File: src/rtl/mul5_sched_if.sv
// Handshake bundle for the x5 scheduler: requesters, engine and response.
// slave is the scheduler side, master the surrounding system.
interface mul5_sched_if #(
  parameter int NREQ = 4,
  parameter int DW   = 8
);
  localparam int IW = (NREQ > 1) ? $clog2(NREQ) : 1;

  logic [NREQ-1:0]    req_vld;
  logic [NREQ-1:0]    req_rdy;
  logic [NREQ*DW-1:0] req_data;
  logic [DW-1:0]      eng_din;
  logic               eng_din_enb;
  logic [DW-1:0]      eng_dout;
  logic               eng_dout_enb;
  logic               rsp_vld;
  logic               rsp_rdy;
  logic [IW-1:0]      rsp_id;
  logic [DW-1:0]      rsp_data;
  logic [1:0]         rsp_err;
  logic               stray_err;

  modport slave (
    input  req_vld, req_data, eng_dout, eng_dout_enb, rsp_rdy,
    output req_rdy, eng_din, eng_din_enb,
    output rsp_vld, rsp_id, rsp_data, rsp_err, stray_err
  );

  modport master (
    output req_vld, req_data, eng_dout, eng_dout_enb, rsp_rdy,
    input  req_rdy, eng_din, eng_din_enb,
    input  rsp_vld, rsp_id, rsp_data, rsp_err, stray_err
  );
endinterface

File: src/rtl/mul5_sched.sv
// Round-robin scheduler in front of a shared x5 engine.
// One transaction in flight; the result is checked and may time out.
module mul5_sched #(
  parameter int NREQ    = 4,
  parameter int DW      = 8,
  parameter int TIMEOUT = 30
) (
  input  logic         clk,
  input  logic         rst,
  mul5_sched_if.slave  bus
);
  localparam int IW = (NREQ > 1) ? $clog2(NREQ) : 1;
  localparam int CW = $clog2(TIMEOUT + 1);

  typedef enum logic [1:0] {
    IDLE,
    ISSUE,
    WAIT,
    RESP
  } state_t;

  state_t        state;
  logic [IW-1:0] ptr;
  logic [IW-1:0] id_q;
  logic [DW-1:0] op_q;
  logic [CW-1:0] cnt;
  logic [IW-1:0] gnt_id;
  logic [IW-1:0] idx;
  logic          gnt_any;
  logic [NREQ-1:0] gnt_oh;
  logic [DW-1:0] golden;

  // first valid requester at or after ptr, wrapping
  always_comb begin
    gnt_any = 1'b0;
    gnt_id  = '0;
    idx     = ptr;
    for (int k = 0; k < NREQ; k++) begin
      if (!gnt_any && bus.req_vld[idx]) begin
        gnt_any = 1'b1;
        gnt_id  = idx;
      end
      idx = (idx == IW'(NREQ - 1)) ? '0 : idx + 1'b1;
    end
    gnt_oh         = '0;
    gnt_oh[gnt_id] = gnt_any;
  end

  assign bus.req_rdy = (state == IDLE && !rst) ? gnt_oh : '0;
  assign bus.eng_din = op_q;
  assign golden      = op_q * DW'(5);

  always_ff @(posedge clk or posedge rst) begin
    if (rst) begin
      state           <= IDLE;
      ptr             <= '0;
      id_q            <= '0;
      op_q            <= '0;
      cnt             <= '0;
      bus.eng_din_enb <= 1'b0;
      bus.rsp_vld     <= 1'b0;
      bus.rsp_id      <= '0;
      bus.rsp_data    <= '0;
      bus.rsp_err     <= 2'b00;
      bus.stray_err   <= 1'b0;
    end else begin
      bus.eng_din_enb <= 1'b0;
      if (bus.eng_dout_enb && state != WAIT)
        bus.stray_err <= 1'b1;
      unique case (state)
        IDLE: begin
          if (gnt_any) begin
            op_q  <= bus.req_data[int'(gnt_id)*DW +: DW];
            id_q  <= gnt_id;
            ptr   <= (gnt_id == IW'(NREQ - 1)) ? '0
                     : gnt_id + 1'b1;
            bus.eng_din_enb <= 1'b1;
            state <= ISSUE;
          end
        end
        ISSUE: begin
          cnt   <= CW'(1);
          state <= WAIT;
        end
        WAIT: begin
          if (bus.eng_dout_enb) begin
            bus.rsp_vld  <= 1'b1;
            bus.rsp_id   <= id_q;
            bus.rsp_data <= bus.eng_dout;
            bus.rsp_err  <= (bus.eng_dout == golden)
                            ? 2'b00 : 2'b01;
            state        <= RESP;
          end else if (cnt == CW'(TIMEOUT)) begin
            bus.rsp_vld  <= 1'b1;
            bus.rsp_id   <= id_q;
            bus.rsp_data <= '0;
            bus.rsp_err  <= 2'b10;
            state        <= RESP;
          end else begin
            cnt <= cnt + 1'b1;
          end
        end
        RESP: begin
          if (bus.rsp_rdy) begin
            bus.rsp_vld <= 1'b0;
            state       <= IDLE;
          end
        end
        default: state <= IDLE;
      endcase
    end
  end
endmodule

File: src/flat_wrapper.sv
// flat-port wrapper written by rule: the top's interface ports become plain ports
module mul5_sched_flat 
#(
  parameter int NREQ    = 4,
  parameter int DW      = 8,
  parameter int TIMEOUT = 30
)
  (clk, rst, bus_req_vld, bus_req_data, bus_eng_dout, bus_eng_dout_enb, bus_rsp_rdy, bus_req_rdy, bus_eng_din, bus_eng_din_enb, bus_rsp_vld, bus_rsp_id, bus_rsp_data, bus_rsp_err, bus_stray_err);
  mul5_sched_if #(.NREQ(NREQ), .DW(DW)) bus_i ();
  input  logic clk;
  input  logic rst;
  input wire logic [$bits(bus_i.req_vld)-1:0] bus_req_vld;
  input wire logic [$bits(bus_i.req_data)-1:0] bus_req_data;
  input wire logic [$bits(bus_i.eng_dout)-1:0] bus_eng_dout;
  input wire logic [$bits(bus_i.eng_dout_enb)-1:0] bus_eng_dout_enb;
  input wire logic [$bits(bus_i.rsp_rdy)-1:0] bus_rsp_rdy;
  output wire logic [$bits(bus_i.req_rdy)-1:0] bus_req_rdy;
  output wire logic [$bits(bus_i.eng_din)-1:0] bus_eng_din;
  output wire logic [$bits(bus_i.eng_din_enb)-1:0] bus_eng_din_enb;
  output wire logic [$bits(bus_i.rsp_vld)-1:0] bus_rsp_vld;
  output wire logic [$bits(bus_i.rsp_id)-1:0] bus_rsp_id;
  output wire logic [$bits(bus_i.rsp_data)-1:0] bus_rsp_data;
  output wire logic [$bits(bus_i.rsp_err)-1:0] bus_rsp_err;
  output wire logic [$bits(bus_i.stray_err)-1:0] bus_stray_err;
  assign bus_i.req_vld = bus_req_vld;
  assign bus_i.req_data = bus_req_data;
  assign bus_i.eng_dout = bus_eng_dout;
  assign bus_i.eng_dout_enb = bus_eng_dout_enb;
  assign bus_i.rsp_rdy = bus_rsp_rdy;
  assign bus_req_rdy = bus_i.req_rdy;
  assign bus_eng_din = bus_i.eng_din;
  assign bus_eng_din_enb = bus_i.eng_din_enb;
  assign bus_rsp_vld = bus_i.rsp_vld;
  assign bus_rsp_id = bus_i.rsp_id;
  assign bus_rsp_data = bus_i.rsp_data;
  assign bus_rsp_err = bus_i.rsp_err;
  assign bus_stray_err = bus_i.stray_err;
  mul5_sched #(.NREQ(NREQ), .DW(DW), .TIMEOUT(TIMEOUT)) u_core (.clk(clk), .rst(rst), .bus(bus_i));
endmodule
File: config.mk
export PLATFORM = sky130hd
export DESIGN_NAME = mul5_sched_flat
export DESIGN_NICKNAME = d
export VERILOG_FILES = /design/src/rtl/mul5_sched_if.sv /design/src/rtl/mul5_sched.sv /design/src/flat_wrapper.sv
export SDC_FILE = /design/constraint.sdc
export NUM_CORES = 1
export LEC_CHECK = 0
export ABC_AREA = 1
export BUFFER_PORTS_ARGS = -buffer_cell sky130_fd_sc_hd__buf_2
export CELL_PAD_IN_SITES_DETAIL_PLACEMENT = 1
export CELL_PAD_IN_SITES_GLOBAL_PLACEMENT = 2
export CORE_AREA = 2 2 98 100
export DETAILED_ROUTE_END_ITERATION = 10
export DIE_AREA = 0 0 100 102
export PLACE_DENSITY_LB_ADDON = 0.12
export SYNTH_ARGS = -nofsm -noshare
export SYNTH_HDL_FRONTEND = slang
export SYNTH_SLANG_ARGS = --single-unit
export TNS_END_PERCENT = 1
File: constraint.sdc
create_clock -name clk -period 2.95 [get_ports clk]
set_input_delay 0.4425 -clock clk [delete_from_list [all_inputs] [get_ports clk]]
set_output_delay 0.4425 -clock clk [all_outputs]
set_load 0.01 [all_outputs]
# Word level (Yosys, flattened, before mapping)
# Cells that the tools add are included.
# word_totals
regBits	34
input_bits	48
output_inout_bits	27
word_cells	103
# op_classes
n_addsub	5
n_mul	1
order_cmp	6
eq_ne	15
n_shift	1
mux	44
bitwise	1
n_reduce_logical	19
# ops
cell	count
2-bit 2-to-1 mux	16
32-bit by 6-bit variable part select with 8-bit output	1
8-bit 2-to-1 mux	2
2-bit by 3-bit less-than comparator with 1-bit output, second input constant	5
1-bit 2-to-1 mux	15
2-bit equality test, second input constant	6
5-bit 2-to-1 mux	2
5-bit case mux with 2 select lines	1
3-bit AND reduction	3
2-bit by 1-bit adder with 2-bit output, second input constant	4
1-bit binary-select mux with 2-bit select	4
8-bit equality test	1
8-bit by 3-bit multiplier with 8-bit output, second input constant	1
2-bit inequality test, second input constant	4
2-bit case mux with 4 select lines	1
1-bit logical AND	6
2-bit nonzero test	3
5-bit by 1-bit adder with 5-bit output, second input constant	1
5-bit equality test, second input constant	1
4-bit bitwise AND	1
1-bit logical NOT	4
4-bit 2-to-1 mux	1
2-bit AND reduction	2
3-bit by 2-bit inequality test with 1-bit output, second input constant	1
other kinds (6)	6

# Longest topological paths before layout
# Gate-level depths: netlist of run 1.
# depth
ltp_word	18
depth_mapped	16
ltp_nobuf	15

# Least setup slack after synthesis of run 1
# Ideal clock, no wire load.
# synth_path
kind	reg-to-output
start	register u_core.ptr[1]
end	output bus_req_rdy[2]
t_arrival_ns	1.954
required_time_ns	2.508
slack_ns	0.553
path_stages_with_launch	13
path_buffers	0
path_cell_list	dfrtp_1 ha_1 inv_1 nand2_1 nand2_2 nor2_8 nand2_1 nand2_1 nand2_1 a21oi_2 ha_1 nand3_1 inv_1
# synth_between
elab_chain_len	18
elab_cells_between_ends	38
cone_classes	add/sub: 3; order compare: 2; eq/ne: 3; mux: 22; bitwise: 1; reduce/logical: 7
# synth_rtl
item	line	source
start, declared	mul5_sched.sv:23	logic [IW-1:0] ptr;
start signal, assigned	mul5_sched.sv:75	ptr <= (gnt_id == IW'(NREQ - 1)) ? '0
parallel branches: the longest is 11 deep, another holds 2-bit by 1-bit adder with 2-bit output	--	
2-bit 2-to-1 mux *	mul5_sched.sv:39	if (!gnt_any && bus.req_vld[idx]) begin
via u_core.gnt_id[1]	mul5_sched.sv:27	logic [IW-1:0] gnt_id;
2-bit by 3-bit less-than comparator with 1-bit output (not written as such) / 2-bit by 1-bit >= comparator with 1-bit output (equally long branches)	mul5_sched.sv:46	gnt_oh[gnt_id] = gnt_any;
1-bit logical AND (not written as such)	mul5_sched.sv:46	
1-bit 2-to-1 mux (not written as such)	mul5_sched.sv:46	
1-bit demux with 2-bit select *	--	
4-bit bitwise AND (no line) *	--	
4-bit 2-to-1 mux *	mul5_sched.sv:49	assign bus.req_rdy = (state == IDLE && !rst) ? gnt_oh : '0;
end, declared	flat_wrapper.sv:17	output wire logic [$bits(bus_i.req_rdy)-1:0] bus_req_rdy;
# Mark *: on every way through the listed nets, which the timed path passes. The select of a mux whose other input is x is not followed.

# Final worst setup path of run 1
# layout_path
start	register u_core.ptr[1]
end	output bus_req_rdy[3]
# Same word-level chain as after synthesis.

==> results of run 1 <==
-- area by class of cell --
class,instances,share of cell area (%)
Clock inverter,1,0.151
Clock buffer,7,2.61
Multi-Input combinational cell,252,46.9
Timing Repair Buffer,84,13.6
Sequential cell,34,25.7
Tap cell,111,4.19
Inverter,58,6.88
-- cells in the final DEF, fill, tap and decap left out, drive strengths merged --
master / count
fa: 1
a21oi: 9
ha: 21
a22o: 6
o21bai: 2
nor4: 1
buf: 84
or2: 5
o21ai: 16
dfrtp: 34
nor3: 3
nand4: 2
nand3: 54
xor2: 4
nor3b: 1
clkinv: 1
xnor2: 8
nor2: 15
clkbuf: 7
inv: 58
nand2: 102
and3: 1
o31ai: 1
-- repair_timing --
item,4_1_cts,5_1_grt
endpoints found under the hold margin,0,0
resized for setup,4,13
buffers inserted,0,4
endpoints found under the setup margin,4,4
pin swaps,0,5
-- registers in the layout (all words and copies together) (netlist names) --
register,flops
u_core.bus.eng_din,8
u_core.bus.rsp_data,8
u_core.cnt,5
u_core.bus.rsp_err,2
u_core.bus.rsp_id,2
u_core.id_q,2
u_core.ptr,2
u_core.state,2
u_core.bus.eng_din_enb,1
u_core.bus.rsp_vld,1
u_core.bus.stray_err,1
-- per-layer routing --
metal	vias to the layer above	share of wire, %
li1	1283	-
met1	1136	49
met2	55	46
met3	6	4.2
met4	0	1.3
met5	-	0
-- worst paths after layout --
kind / start / endpoint / slack (ns)
setup / recovery: u_core.ptr[1] / bus_req_rdy[3] / 0.14
hold / removal: rst / u_core.ptr[1] / 0.26
setup reg to reg: u_core.bus.eng_din[3] / u_core.bus.rsp_err[0] / 0.58
hold reg to reg: u_core.bus.stray_err / u_core.bus.stray_err / 0.49
max in group asynchronous: rst / u_core.bus.rsp_data[4] / 2.37
min in group clk: bus_eng_dout_enb / u_core.bus.rsp_err[1] / 0.39
-- where the power goes --
| part | internal, mW | switching [mW] |
|---|---|---|
| Combinational | 1.27 | 1.97 |
| Clock | 0.188 | 0.173 |
| Sequential | 0.679 | 0.150 |
-- cells by family after synthesis --
family,count (synthesis)
adder cells (fa/ha/maj),22
flip-flops,34
AND/OR/NAND/NOR,184
buffers and inverters,63
XOR/XNOR,12
AO/OA/AOI/OAI,34
-- metrics by stage --
step | instance area, µm² | power [mW] | hold WS [ns] | setup WS [ns]
after floorplan | 2600 | 3.02 | 0.478 | 0.553
after global placement | 3120 | 3.80 | 0.462 | 0.314
after global routing | 3310 | 5.00 | 0.298 | -0.0326
after CTS | 3220 | 4.26 | 0.276 | 0.0178
after detailed placement | 3120 | 3.84 | 0.464 | 0.208
final | 3310 | 4.44 | 0.263 | 0.137
-- critical path, delay by kind of cell, from the launching register on --
family / cells / cell delay [ns]
buf+inv: 4 / 0.43
compound gates: 1 / 0.18
flops: 1 / 0.43
fa+ha+maj: 2 / 0.51
simple gates: 5 / 0.53
-- cell usage after synthesis, types with 2 or more instances --
| library cell | instances |
|---|---|
| ha_1 | 21 |
| nand2_1 | 86 |
| nand2_4 | 3 |
| inv_1 | 55 |
| o21ai_0 | 14 |
| dfrtp_1 | 34 |
| nor2_1 | 10 |
| buf_6 | 2 |
| a21oi_1 | 8 |
| clkbuf_1 | 2 |
| xnor2_1 | 8 |
| nand3_1 | 51 |
| a22o_1 | 6 |
| or2_1 | 2 |
| nand3_2 | 2 |
| inv_2 | 2 |
| nand4_1 | 2 |
| nor3_1 | 3 |
| or2_2 | 2 |
| o21bai_1 | 2 |
| nand2_2 | 13 |
| nor2_2 | 3 |
| xor2_1 | 4 |
| o21ai_1 | 2 |
==> summary.md, run 1 <==
| Metric | Value |
|---|---|
| Status | finished, final reports clean |
| WL final | 7220 µm |
| Multi-input logic area | 1550 µm² |
| Slowest-stage cell, CP | dfrtp_1 |
| Yosys warns | 0 |
| Peak Freq | 356 MHz |
| Filler Cell Count | 1188 |
| Met1 Track Usage GR | 19.8% |
| Cells after Synth | 349 |
| Final antenna-violating net count | 0 |
| Final cycle utilization of the critical path | 95.3% |
| Post-synth EDFFs | 0 |
| Top-area cell type share of the netlist area | 32.7% |
| Gr ovfl total | 0 |
| DRT iter0 DRCs | 48 |
| Hold/Removal Path Class | input pin to asynchronous set/reset pin |
| Clk sinks | 34 |
| Die Y | 102 µm |
| CTS Buffer Depth | 2 |
| PD cells | 1340 nW/µm² |
| # hold bufs at CTS | 0 |
| Total GRT Usage | 14.6% |
| Cell count after placement | 535 |
| Port Buf Inserts | 74 |
| Antenna cells | 0 |
| Final Core Density | 36.3% |
| Final GP Congestion | 0.775 |
| Crit. End Element | output pin |
| DRC Markers | 0 |
| Layout area overhead | 27.3% |
| Die area | 10200 µm² |
| Worst VDD drop | 591 µV |
| Unrepaired setup endpoints after global routing | true |
| Sequential fraction of the synthesis area | 32.7% |
| Initial Utilization | 28.5% |
| Top cells by area, synth | dfrtp_1 33%, nand2_1 12%, ha_1 10% |
| Post-synthesis cell type count | 36 |
| Final hold violation count | 0 |
| Mapped cell area | 2600 µm² |
| Worst-Margin Slew | 0.509 ns |
| GR Util met3 | 2.46% |
| Synth Area in XOR/XNOR | 4.04% |
| Register Area | 851 µm² |
| Min cycle time layout | 2.81 ns |
| Largest net degree at the start of global routing | 35 |
| Syn Nets | 419 |
| Worst EP arrival | 2.37 ns |
| Slew HR | 65.7% |
| Worst-path maximum fanout | 6 |
| Mux share of post-synthesis cell area | 0% |
| Dpl hpwl | 5790 µm |
| First-pass GRT wire length | 12100 µm |
| CTS root buf | clkbuf_8 |
| Slowest stage delay, CP | 0.43 ns |
| Number of global-route vias before repair | 2539 |
| FF+latch count, synth | 34 |
| Die width | 100 µm |
| Clock tree from TritonCTS | done |
| First drt pass iteration count | 4 |
| Total number of vias | 2480 |
| Largest family of logic cells by synthesized area | simple AND/OR/NAND/NOR gates |
| WS Path Type | register to output pin |
| Synth Area in Simple Gates | 34.5% |
| Post-Synth Adder-Cell Area | 10.9% |
| Max Transition Viols Final | 0 |
| Leakage | 1.89 nW |
| Max-cap violations | 0 |
| Final setup vio count | 0 |
| Synth Flop Type | dfrtp_1 |
| Async S/R FF share, synth | 100% |
| Number of cells on the worst reg-to-reg path | 9 |
| Compound-cell area share of the yosys netlist | 7.84% |
| Critical path startpoint category | register |
| Met2 usage | 24.2% |
| Row count | 35 |
| Post-DR wirelength/cell | 13.2 µm |
| Layout Skew | 0.00559 ns |
| Worst-path clk slew | 0.07 ns |
| Cts bufs inserted | 5 |
| Top Usage Layer GRT | met2 |
| Syn_area_per_cell | 7.45 µm² |
| Layout Cells excl Fill | 547 |
| Layout cell share with drive strength beyond 1 | 29.6% |
| Nets | 505 |
| H-tree level count | 2 |
| Critical Path RT | 2.51 ns |
| Area of the core | 9110 µm² |
| Cells along the critical path | ha_4, inv_4, nand2_1, nand2_2, nor2_8, nand3_4, buf_4, a21oi_4, ha_1, nand3_1, inv_1, buf_2 |
| Worst skew pair latency | 0.29 ns |
| Initial antenna violation count | 0 |
| Area leader, netlist | dfrtp_1 |
| Vias/cell | 4.53 |
| IO Count | 75 |
| Setup_tns | 0 ns |
(Power assumes the default switching activity.)
==> inputs of run 2 (changes only) <==
==> constraint.sdc (replaced) <==
create_clock -name clk -period 2.95 [get_ports clk]
set_input_delay 0.295 -clock clk [delete_from_list [all_inputs] [get_ports clk]]
set_output_delay 0.295 -clock clk [all_outputs]
set_load 0.01 [all_outputs]
==> run 2 against run 1 <==
Effect of this change:
- hold slack got worse by 0.26 ns
- clock power barely moved
- final area fell by 2.3%
- flip-flop and latch count did not move
- combinational power fell by 8.3%
- core utilization fell by 0.85 points
- register-to-register slack got worse by 0.03 ns
- worst setup slack improved by 0.060 ns
- clock skew rose by 0.0043 ns
- sequential power rose by 1%
- via count fell by 1.3%
- final cell count fell by 1.1%
- largest cell class unchanged
- highest routed layer unchanged
==> summary.md, run 2 (synthesized netlist as in run 1, its figures left out) <==
| Metric | Value |
|---|---|
| Status | finished, final reports clean |
| WS Path Type | register to output pin |
| Port Buf Inserts | 74 (unchanged) |
| Die width | 100 µm (unchanged) |
| Worst-Margin Slew | 0.531 ns (+0.0217 ns) |
| Setup_tns | 0 ns (unchanged) |
| Total number of vias | 2448 (-1.3%) |
| PnR worst setup slack | 0.197 ns (+0.0597 ns) |
| Initial antenna violation count | 0 (unchanged) |
| Die area | 10200 µm² (unchanged) |
| Peak Freq | 363 MHz (+2.2%) |
| Worst-path clk slew | 0.08 ns (about the same) |
| Antenna cells | 0 (unchanged) |
| Dpl hpwl | 5860 µm (+1.3%) |
| First drt pass iteration count | 4 (unchanged) |
| Final cycle utilization of the critical path | 93.3% (-2.0 points) |
| Nets | 499 (-1.2%) |
| Layout cell share with drive strength beyond 1 | 27.7% (-1.9 points) |
| Worst EP arrival | 2.46 ns (+0.09 ns) |
| Pre-CTS setup slack | 0.298 ns (+0.0900 ns) |
| WL final | 7050 µm (-2.3%) |
| Cells along the critical path | ha_4, inv_1, nand2_1, nand2_2, nor2_8, nand3_4, inv_2, nand2_2, nand2_4, ha_1, nand3_1, inv_1, buf_2 |
| Layout area overhead | 24.4% |
| Initial Utilization | 28.5% (unchanged) |
| Vias/cell | 4.52 (-0.20%) |
| Setup repair bufs after CTS | 0 (unchanged) |
| Critical path startpoint category | register |
| CP Buf/Inv Count | 4 (unchanged) |
| Critical Path RT | 2.65 ns (+0.14 ns) |
| Slowest-stage cell, CP | dfrtp_1 |
| Final Power | 4.18 mW (-5.8%) |
| CTS root buf | clkbuf_8 |
| Max-cap violations | 0 (unchanged) |
| Number of global-route vias before repair | 2491 (-1.9%) |
| Clock tree from TritonCTS | done |
| Worst-path maximum fanout | 12 (+6) |
| IO Count | 75 (unchanged) |
| Worst skew pair latency | 0.29 ns (about the same) |
| DRT iter0 DRCs | 41 (-15%) |
| Area of the core | 9110 µm² (unchanged) |
| Post-DR wirelength/cell | 13.0 µm (-1.2%) |
| Unrepaired setup endpoints after global routing | true |
| Leakage | 1.86 nW (-1.7%) |
| Max Transition Viols Final | 0 (unchanged) |
| Cts bufs inserted | 5 (unchanged) |
| Hold/Removal Path Class | input pin to asynchronous set/reset pin |
| CTS Buffer Depth | 2 (unchanged) |
| Slew HR | 64.2% (-1.5 points) |
| Largest net degree at the start of global routing | 25 (-29%) |
| Clk sinks | 34 (unchanged) |
| Total GRT Usage | 14.6% (-0.018 points) |
| Final GP Congestion | 0.754 (-2.8%) |
| Die Y | 102 µm (unchanged) |
| Final antenna-violating net count | 0 (unchanged) |
| Row count | 35 (unchanged) |
| Final setup vio count | 0 (unchanged) |
| Min cycle time layout | 2.75 ns (-0.0597 ns) |
| Final hold violation count | 0 (unchanged) |
| Commonest non-fill, non-tap cell in the layout | nand2_1 |
| Layout Skew | 0.00987 ns (+0.00429 ns) |
| PD cells | 1290 nW/µm² (-3.6%) |
| Slowest stage delay, CP | 0.43 ns (about the same) |
| Gr ovfl total | 0 (unchanged) |
| Most frequent cells in the layout | 85 x nand2_1, 74 x buf_2, 55 x inv_1 |
| DRC Markers | 0 (unchanged) |
| Crit path max-delay family | simple AND/OR/NAND/NOR gates |
| Worst VDD drop | 441 µV (-25%) |
| Crit. End Element | output pin |
| H-tree level count | 2 (unchanged) |
| First-pass GRT wire length | 12100 µm (-0.51%) |
run 2: final timing paths:
path                                             from                endpoint  slack [ns]  cells past startpoint
worst min-delay path                              rst           u_core.cnt[3]       0.007                      2
worst max-delay path                    u_core.ptr[1]          bus_req_rdy[3]        0.20                     13
worst max register to register  u_core.bus.eng_din[1]   u_core.bus.rsp_err[0]        0.55                      9
max in group asynchronous                         rst  u_core.bus.rsp_data[1]        2.25                      3
worst min register to register   u_core.bus.stray_err    u_core.bus.stray_err        0.47                      1
min in group clk                     bus_eng_dout_enb   u_core.bus.rsp_err[1]        0.24                      2
run 2: metal layers:
layer	part of all wire (%)	global-route usage [%]	routed length [µm]	vias to the layer above
li1	-	-	-	1268
met1	49	20.1	3470	1120
met2	46	24.5	3280	54
met3	3.2	1.98	226	6
met4	1.2	3.48	86	0
met5	0	0	0	-
run 2: per-stage QoR:
stage	area (µm²)	utilization, %	std cells	hold WS [ns]
floorplan	2600	-	349	0.407
global placement	3100	34.1	533	0.344
detailed placement	3100	34.1	533	0.346
CTS	3210	35.2	541	0.0242
global route	3230	35.5	541	0.0476
finish	3230	35.5	541	0.00732
run 2: area by class of cell:
cell class              instances  area, µm²
clock buffers                   6       82.6
clock inverters                 2       12.5
fillers                      1178       5880
inverters                      58        225
multi-input cells             252       1520
flip-flops and latches         34        851
well taps                     111        139
repair buffers                 78        400
run 2: report_power, final:
group	switching [mW]	internal, mW
Clock	0.174	0.188
Combinational	1.86	1.12
Sequential	0.159	0.678
run 2: what timing repair did:
| item | in CTS | in global routing |
|---|---|---|
| pin swaps | 0 | 1 |
| endpoints found under the setup margin | 3 | 4 |
| hold buffers | 0 | 0 |
| resized for setup | 2 | 5 |
